### config.mk
export PLATFORM = sky130hd
export DESIGN_NAME = ascon_fsm
export DESIGN_NICKNAME = d
export VERILOG_FILES = /design/src/rtl/ascon_fsm.sv
export SDC_FILE = /design/constraint.sdc
export NUM_CORES = 1
export LEC_CHECK = 0
export ABC_AREA = 1
export CAP_MARGIN = 10
export CORE_UTILIZATION = 45
export DETAILED_ROUTE_END_ITERATION = 6
export GPL_TIMING_DRIVEN = 1
export HOLD_SLACK_MARGIN = 0.15
export PLACE_DENSITY = 0.82
export SKIP_CTS_REPAIR_TIMING = 1
export SYNTH_ARGS = -nofsm -noshare
export SYNTH_HDL_FRONTEND = slang
export SYNTH_SLANG_ARGS = --single-unit
### constraint.sdc
create_clock -name clock_i -period 1.3 [get_ports clock_i]
set_input_delay 0.26 -clock clock_i [delete_from_list [all_inputs] [get_ports clock_i]]
set_output_delay 0.26 -clock clock_i [all_outputs]
set_load 0.01 [all_outputs]
### src/rtl/ascon_fsm.sv
// ascon_fsm: control sequencer stepping the ASCON-128 permutation_xor datapath
// through initialisation, associated data, plaintext and finalisation.
// Optional feature: define ASCON_FSM_ABORT_EN to add the abort_i input.
module ascon_fsm #(
    parameter int AD_BLOCKS = 1,
    parameter int PT_BLOCKS = 4
) (
    input  logic       clock_i,
    input  logic       reset_i,
    input  logic       start_i,
    input  logic       data_valid_i,
`ifdef ASCON_FSM_ABORT_EN
    input  logic       abort_i,
`endif
    output logic       data_ready_o,
    output logic [3:0] round_o,
    output logic       state_mode_o,
    output logic       en_reg_state_o,
    output logic       en_xor_key_begin_o,
    output logic       en_xor_lsb_o,
    output logic       en_xor_key_end_o,
    output logic       en_xor_data_o,
    output logic       en_cipher_o,
    output logic       en_tag_o,
    output logic       busy_o,
    output logic       done_o
);
    typedef enum logic [2:0] {
        S_IDLE, S_INIT, S_WAIT_AD, S_AD, S_WAIT_PT, S_PT, S_FINAL, S_DONE
    } state_t;

    localparam logic [3:0] AD_LAST = 4'(AD_BLOCKS - 1);
    localparam logic [3:0] PT_LAST = 4'(PT_BLOCKS - 1);

    state_t     r_state, w_state_n;
    logic [3:0] r_round, w_round_n, w_round_inc;
    logic [3:0] r_blk, w_blk_n;
    logic       w_r11, w_ad_last, w_is_pt, w_fin, w_abort;

`ifdef ASCON_FSM_ABORT_EN
    assign w_abort = abort_i && (r_state != S_IDLE);
`else
    assign w_abort = 1'b0;
`endif
    assign w_r11       = r_round == 4'd11;
    assign w_round_inc = w_r11 ? 4'd0 : r_round + 4'd1;
    assign w_ad_last   = r_blk == AD_LAST;
    assign w_is_pt     = r_state == S_WAIT_PT;
    // The last plaintext absorb also opens the finalisation with the key XOR at round 0
    assign w_fin       = w_is_pt && (r_blk == PT_LAST);
    assign busy_o      = r_state != S_IDLE;

    // State, round counter and block counter registers
    always_ff @(posedge clock_i or posedge reset_i) begin
        if (reset_i) begin
            r_state <= S_IDLE;
            r_round <= 4'd0;
            r_blk   <= 4'd0;
        end else begin
            r_state <= w_state_n;
            r_round <= w_round_n;
            r_blk   <= w_blk_n;
        end
    end

    // Next-state, counter updates and datapath control decode
    always_comb begin
        w_state_n          = r_state;
        w_round_n          = r_round;
        w_blk_n            = r_blk;
        data_ready_o       = 1'b0;
        round_o            = 4'd0;
        state_mode_o       = 1'b0;
        en_reg_state_o     = 1'b0;
        en_xor_key_begin_o = 1'b0;
        en_xor_lsb_o       = 1'b0;
        en_xor_key_end_o   = 1'b0;
        en_xor_data_o      = 1'b0;
        en_cipher_o        = 1'b0;
        en_tag_o           = 1'b0;
        done_o             = 1'b0;
        case (r_state)
            S_IDLE: begin
                if (start_i) begin
                    w_state_n = S_INIT;
                    w_round_n = 4'd0;
                    w_blk_n   = 4'd0;
                end
            end
            S_INIT: begin
                round_o          = r_round;
                state_mode_o     = r_round != 4'd0;
                en_reg_state_o   = 1'b1;
                en_xor_key_end_o = w_r11;
                w_round_n        = w_round_inc;
                w_state_n        = w_r11 ? S_WAIT_AD : S_INIT;
            end
            S_WAIT_AD, S_WAIT_PT: begin
                round_o            = w_fin ? 4'd0 : 4'd6;
                state_mode_o       = 1'b1;
                data_ready_o       = 1'b1;
                en_xor_data_o      = 1'b1;
                en_reg_state_o     = data_valid_i;
                en_cipher_o        = w_is_pt;
                en_xor_key_begin_o = w_fin;
                if (data_valid_i) begin
                    w_state_n = w_fin ? S_FINAL : (w_is_pt ? S_PT : S_AD);
                    w_round_n = w_fin ? 4'd1 : 4'd7;
                end
            end
            S_AD: begin
                round_o        = r_round;
                state_mode_o   = 1'b1;
                en_reg_state_o = 1'b1;
                en_xor_lsb_o   = w_r11 && w_ad_last;
                w_round_n      = w_round_inc;
                if (w_r11) begin
                    w_state_n = w_ad_last ? S_WAIT_PT : S_WAIT_AD;
                    w_blk_n   = w_ad_last ? 4'd0 : r_blk + 4'd1;
                end
            end
            S_PT: begin
                round_o        = r_round;
                state_mode_o   = 1'b1;
                en_reg_state_o = 1'b1;
                w_round_n      = w_round_inc;
                if (w_r11) begin
                    w_state_n = S_WAIT_PT;
                    w_blk_n   = r_blk + 4'd1;
                end
            end
            S_FINAL: begin
                round_o          = r_round;
                state_mode_o     = 1'b1;
                en_reg_state_o   = 1'b1;
                en_xor_key_end_o = w_r11;
                en_tag_o         = w_r11;
                w_round_n        = w_round_inc;
                if (w_r11) begin
                    w_state_n = S_DONE;
                    w_blk_n   = 4'd0;
                end
            end
            S_DONE: begin
                done_o    = 1'b1;
                w_state_n = S_IDLE;
            end
            default: w_state_n = S_IDLE;
        endcase
        if (w_abort) begin
            w_state_n          = S_IDLE;
            w_round_n          = 4'd0;
            w_blk_n            = 4'd0;
            data_ready_o       = 1'b0;
            round_o            = 4'd0;
            state_mode_o       = 1'b0;
            en_reg_state_o     = 1'b0;
            en_xor_key_begin_o = 1'b0;
            en_xor_lsb_o       = 1'b0;
            en_xor_key_end_o   = 1'b0;
            en_xor_data_o      = 1'b0;
            en_cipher_o        = 1'b0;
            en_tag_o           = 1'b0;
            done_o             = 1'b0;
        end
    end
endmodule

=== After elaboration in Yosys (flattened, before gate mapping) ===
Index checks and enable logic that the tools add are counted.

* Bits in latches: 0
* Bits in writable memories: 0
* Input bits: 4
* Memories: 0
* Register bits after elaboration: 11
* Memory bits (read-only): 0
* Output and inout port bits: 15

* Mux-type cells: 31
* Div/mod/pow operators: 0
* $mul: 0
* Reductions and logical operators: 15
* Shift operators: 0
* Equal/unequal tests: 14
* Add/subtract/negate cells: 2
* Magnitude comparators: 0
* Bitwise logic cells: 0

{| class="wikitable"
|+ Operators with widths
! operator !! number
|-
| two-way mux 3 bit || 10
|-
| two-way mux 4 bit || 7
|-
| one-hot mux 3 bit (7 select lines) || 1
|-
| one-hot mux 4 bit (4 select lines) || 1
|-
| equality test 3 bit (second input constant) || 4
|-
| one-hot mux 4 bit (3 select lines) || 1
|-
| != test 2 bit (second input constant) || 5
|-
| AND reduction 5 bit || 2
|-
| adder 4 x 1 -> 4 bit (second input constant) || 2
|-
| one-hot mux 4 bit (2 select lines) || 1
|-
| nonzero test 4 bit || 2
|-
| two-way mux 1 bit || 7
|-
| equality test 3 x 2 -> 1 bit (second input constant) || 2
|-
| nonzero test 3 bit || 2
|-
| OR reduction 5 bit || 1
|-
| equality test 4 x 2 -> 1 bit (second input constant) || 1
|-
| equality test 4 bit (second input constant) || 1
|-
| logical NOT 4 bit || 1
|-
| one-hot mux 1 bit (2 select lines) || 2
|-
| OR reduction 2 bit || 2
|-
| OR reduction 4 bit || 1
|-
| equality test 3 x 1 -> 1 bit (second input constant) || 1
|-
| logical NOT 3 bit || 1
|-
| AND reduction 3 bit || 1
|-
| 2 further kinds || 3
|}

=== Depth between registers and ports, before layout ===
* Word-level depth: 5
* Gate-level depth with buffers: 10
* Gate-level depth less buffers: 9

=== Worst setup path after synthesis ===
OpenSTA, ideal clock, no wires.

* Path type: register to output
* Start point: register r_state[1]
* End point: output round_o[1]
* Path buffers: 1
* Slack: -0.133 ns
* Arrival: 1.173 ns
* Stages on the path, launching flop included: 9
* Data required time: 1.040 ns
* Cell sequence: dfrtp_1 > buf_6 > nor2_2 > nand2_1 > nand2_1 > inv_2 > nand2_4 > inv_2 > o21ai_1

* Longest elaborated chain between the ends: 4
* Elaborated cells between the ends (all ways): 11

{| class="wikitable"
|+ Ends and longest elaborated chain
! item !! RTL line !! source
|-
| from (decl) || 35 || <nowiki>state_t r_state, w_state_n;</nowiki>
|-
| from (signal assigned) || 60 || <nowiki>r_state <= w_state_n;</nowiki>
|-
| equality test 3 bit || 48, 82 ||
|-
| logical AND 1 bit || 50 || <nowiki>assign w_fin = w_is_pt && (r_blk == PT_LAST);</nowiki>
|-
| two-way mux 3 bit || 99 || <nowiki>round_o = w_fin ? 4'd0 : 4'd6;</nowiki>
|-
| one-hot mux 4 bit (2 select lines) * || 82 || <nowiki>case (r_state)</nowiki>
|-
| to (decl) || 16 || <nowiki>output logic [3:0] round_o,</nowiki>
|}

Every way passes the cells marked *; elsewhere a longest branch is shown, timed or not.

=== Worst setup path after layout ===
* Start point: register r_state[1]
* End point: output state_mode_o

* Longest elaborated chain between the ends: 3
* Elaborated cells between the ends (all ways): 8

{| class="wikitable"
|+ Ends and longest elaborated chain
! item !! RTL line !! source
|-
| equality test 3 bit / equality test 3 x 2 -> 1 bit (equally long branches) || 82 ||
|-
| OR reduction 5 bit (no source line) || -- ||
|-
| one-hot mux 1 bit (2 select lines) * || 82 ||
|-
| to (decl) || 17 || <nowiki>output logic state_mode_o,</nowiki>
|}

Marks and branches as above.

==> summary.md <==
The run finished, with violations left. The final reports fail on negative setup slack. The die covers 0.002617 mm².

The switching part of the total was 49.15%; the depth of the CTS H-tree was 1. In this run, the clock network consumes 5.9% of the power. The run gives 42 as the number of DRC violations after detailed-routing iteration 0. The first global-routing pass estimated 5382 µm of wire. The iteration count of the initial detailed-routing pass came out at 4. In the routed layout, each cell is associated on average with a via count of 5.438. The die is 51.16 µm tall. IR analysis of the VDD net gives a maximum drop of 1.723 mV. The endpoint identified for the worst register-to-register timing path is r_state[2]. The width of the die was 51.16 µm; the clock latency on the worst-skew pair was 270 ps. The total overflow left after global routing is 0. The logs give 3.915 mW for the total power draw and 2.679% for the met3 track utilization from global routing. The tools report the last weighted congestion value of the routability-driven placer as 0.8641. The Yosys step of the flow raised 0 warnings. The sequential cells in the finished layout cover a total of 279.0 µm². The number of synthesized flops with an enable pin works out to 0. The final hold violation count was 0.

In the final layout, the share of cells above drive strength 1 is 63.11%. Antenna violation net count after detailed routing: 0. The worst slew margin relative to its limit is 73.76%.

TritonCTS built the clock tree. The sort of element at the start of the critical path is a flip-flop. The final setup skew came out at 4.288 ps. The pin slew with the least headroom to its limit was 393.1 ps. For the effective utilization at floorplan, the log shows 48.22%. The number of global-route vias before repair is 1250.

Buffers placed on the I/O ports in this run total 18. The global-route layer with the greatest usage is met2. The worst register-to-register path has a depth of 10.

From synthesis to final layout, the design area changed by 82.62%. The logs give -350 ps for the worst-case register-to-register setup slack and 15.4% for the sequential group share of total power. The floorplan step defined a core boundary enclosing 0.002255 mm².

The share of the Yosys chip area taken by registers is 25.32%. Counting the buffers created by CTS gives 3. Clock tree synthesis found a total of 11 sinks. The tools report the global routing met1 resource utilization as 31.98%. The power density normalized to cell area is 1972 mW/mm².

The row count is 17, and the sum of routed wire length over all layers is 4679 µm. The netlist uses 24 different library cells. For the required arrival time at the worst endpoint, the log shows 1040 ps.

After clock tree synthesis, the clock-pin slew on the worst setup and hold paths is 70 ps. In this run the count of I/O pins placed on the die edge is 19. In the final layout, the multi-input gates occupy 935.9 µm². Counting the fill cells in the layout gives 115. The logs give 52.63% for the met2 capacity usage during global routing and 0 for the count of pins over their slew limit. For the number of max-capacitance violations reported, the log shows 0.

The worst setup path is captured at an output pin. The number of antenna diodes in the final layout is 0. In the synthesized netlist the dominant register cell turns out to be dfrtp_1. Cells fill 88.07% of the core in the end.

The share of synthesized registers carrying an async set or reset was 100.0%; the synthesized instance count was 168. The static leakage is 1.068 nW, and the shortest clock period the worst path allows after layout is 1848 ps. Counting along the longest clock path gives a buffer depth of 2. The highest achievable clock rate is 541.2 MHz.

The number of synthesized register bits came out at 11. When the netlist entered floorplanning its net count stood at 176. Of the available clock period, the critical path in the final layout requires 142.1%. By startpoint and endpoint, the worst setup path is classified as reg2out.

The worst register-to-register path begins at r_state[1]. The synthesized netlist occupies a cell area of 0.001087 mm². The internal portion of the total power is 1.991 mW.

The tools report the post-detailed-placement half-perimeter wirelength as 2867 µm. Post-layout net count: 253. The tools report the data arrival time of the worst path as 1590 ps. In this run the worst path has a maximum fanout of 5. Final setup violation count: 26.

The average detailed-routed wire length per instance is 17.20 µm, and the worst-case setup margin in the final layout is -547.9 ps. Combinational cells account for 78.6% of the total power. The average size of a mapped cell was 6.472 µm²; the non-filler instance count after layout was 272. Entering global routing, the biggest net connects 12 pins. The number of remaining DRC errors was 0. The switching power summed over all nets was 1.924 mW; the placed instance count was 252. The class of the tightest hold or removal check was in2async.

The tools report the cell chosen for the clock root as clkbuf_4. The logs give 27.66% for the global-route total usage across every layer and 1479 for the overall via count from detail_route. Setup repair after global routing could not meet its margin everywhere. Initial antenna violation count: 0.
## metal layers
metal | vias up | routed length, µm
li1 | 671 | -
met1 | 704 | 1778
met2 | 72 | 2439
met3 | 32 | 241
met4 | 0 | 220
met5 | - | 0
## flip-flops by register name, summed over array words and instances, names as in the netlist
name     cells
r_state      3
r_round      4
r_blk        4
## through the flow
step / instance area, µm² / worst slack [ps] / TNS, ps / hold WS (ps)
detailed placement: 1633 / -707.8 / -12290 / 557.9
floorplan: 1140 / -69.25 / -287.7 / 112.4
CTS: 1659 / -999.2 / -16910 / 286.1
global placement: 1633 / -646.9 / -10890 / 531.3
global route: 1986 / -600.9 / -10630 / 329.4
finish: 1986 / -547.9 / -9365 / 265.3
## how the worst max path moves through the flow
stage,slack (ps),startpoint,end
6_report,-550,r_state[1],state_mode_o
5_1_grt,-600,r_state[1],state_mode_o
4_1_cts,-1000,r_state[2],round_o[2]
3_5_place_dp,-710,r_state[2],round_o[2]
3_3_place_gp,-650,r_state[2],round_o[2]
2_1_floorplan,-70,r_state[2],round_o[1]
## cell usage after synthesis, types with 3 or more instances
library cell,count,area (µm²)
nor2_2,3,18.77
nand3_2,3,30.03
nor2_4,4,45.04
dfrtp_1,11,275.3
a21oi_1,4,20.02
nor2_1,20,75.07
ha_1,4,50.05
inv_1,17,63.81
inv_2,4,15.01
nand2_4,6,67.56
nand3_1,15,75.07
o21ai_0,4,20.02
nand2_1,58,217.7
## critical path: stages (launching register included)
cell and delay, ps:
dfrtp_2 470, buf_6 140, nand2_4 60, nor2_4 180
nor2_4 60, nand2_4 100, o22a_1 150, clkbuf_2 150
## cell usage in the layout (no fill, tap or decap), drive strengths merged
cell / netlist / final
nand3b: 1 / 1
nand3: 18 / 18
xnor2: 1 / 1
dfrtp: 11 / 11
o22a: 1 / 1
nand4: 1 / 1
clkbuf: 0 / 8
a21boi: 1 / 1
inv: 22 / 22
nor2: 27 / 27
clkdlybuf4s50: 0 / 3
nand2: 66 / 66
a21oi: 4 / 4
o21ai: 7 / 7
ha: 4 / 4
buf: 4 / 69
## power groups by stage
stage | clock network (mW) | logic, mW | registers, mW
2_1_floorplan | 0 | 1.24 | 0.515
6_report | 0.233 | 3.08 | 0.604
3_5_place_dp | 0 | 2.20 | 0.579
3_3_place_gp | 0 | 2.09 | 0.572
5_1_grt | 0.251 | 3.24 | 0.608
4_1_cts | 0.232 | 2.20 | 0.573
## cell families after synthesis
group,count (synthesis),synth area share (%)
AND/OR/NAND/NOR,113,51.09
adder cells (fa/ha/maj),4,4.603
flip-flops,11,25.32
buffers and inverters,26,11.28
XOR/XNOR,1,0.8057
AO/OA/AOI/OAI,13,6.905
## cell type report
type,instances,area share [%]
clock buffer,4,1.323
inverter,22,4.915
multi-input combinational,131,47.13
sequential,11,14.05
tap,28,1.764
timing repair buffer,76,30.81
No activity file was read; power rests on OpenSTA's default activity.
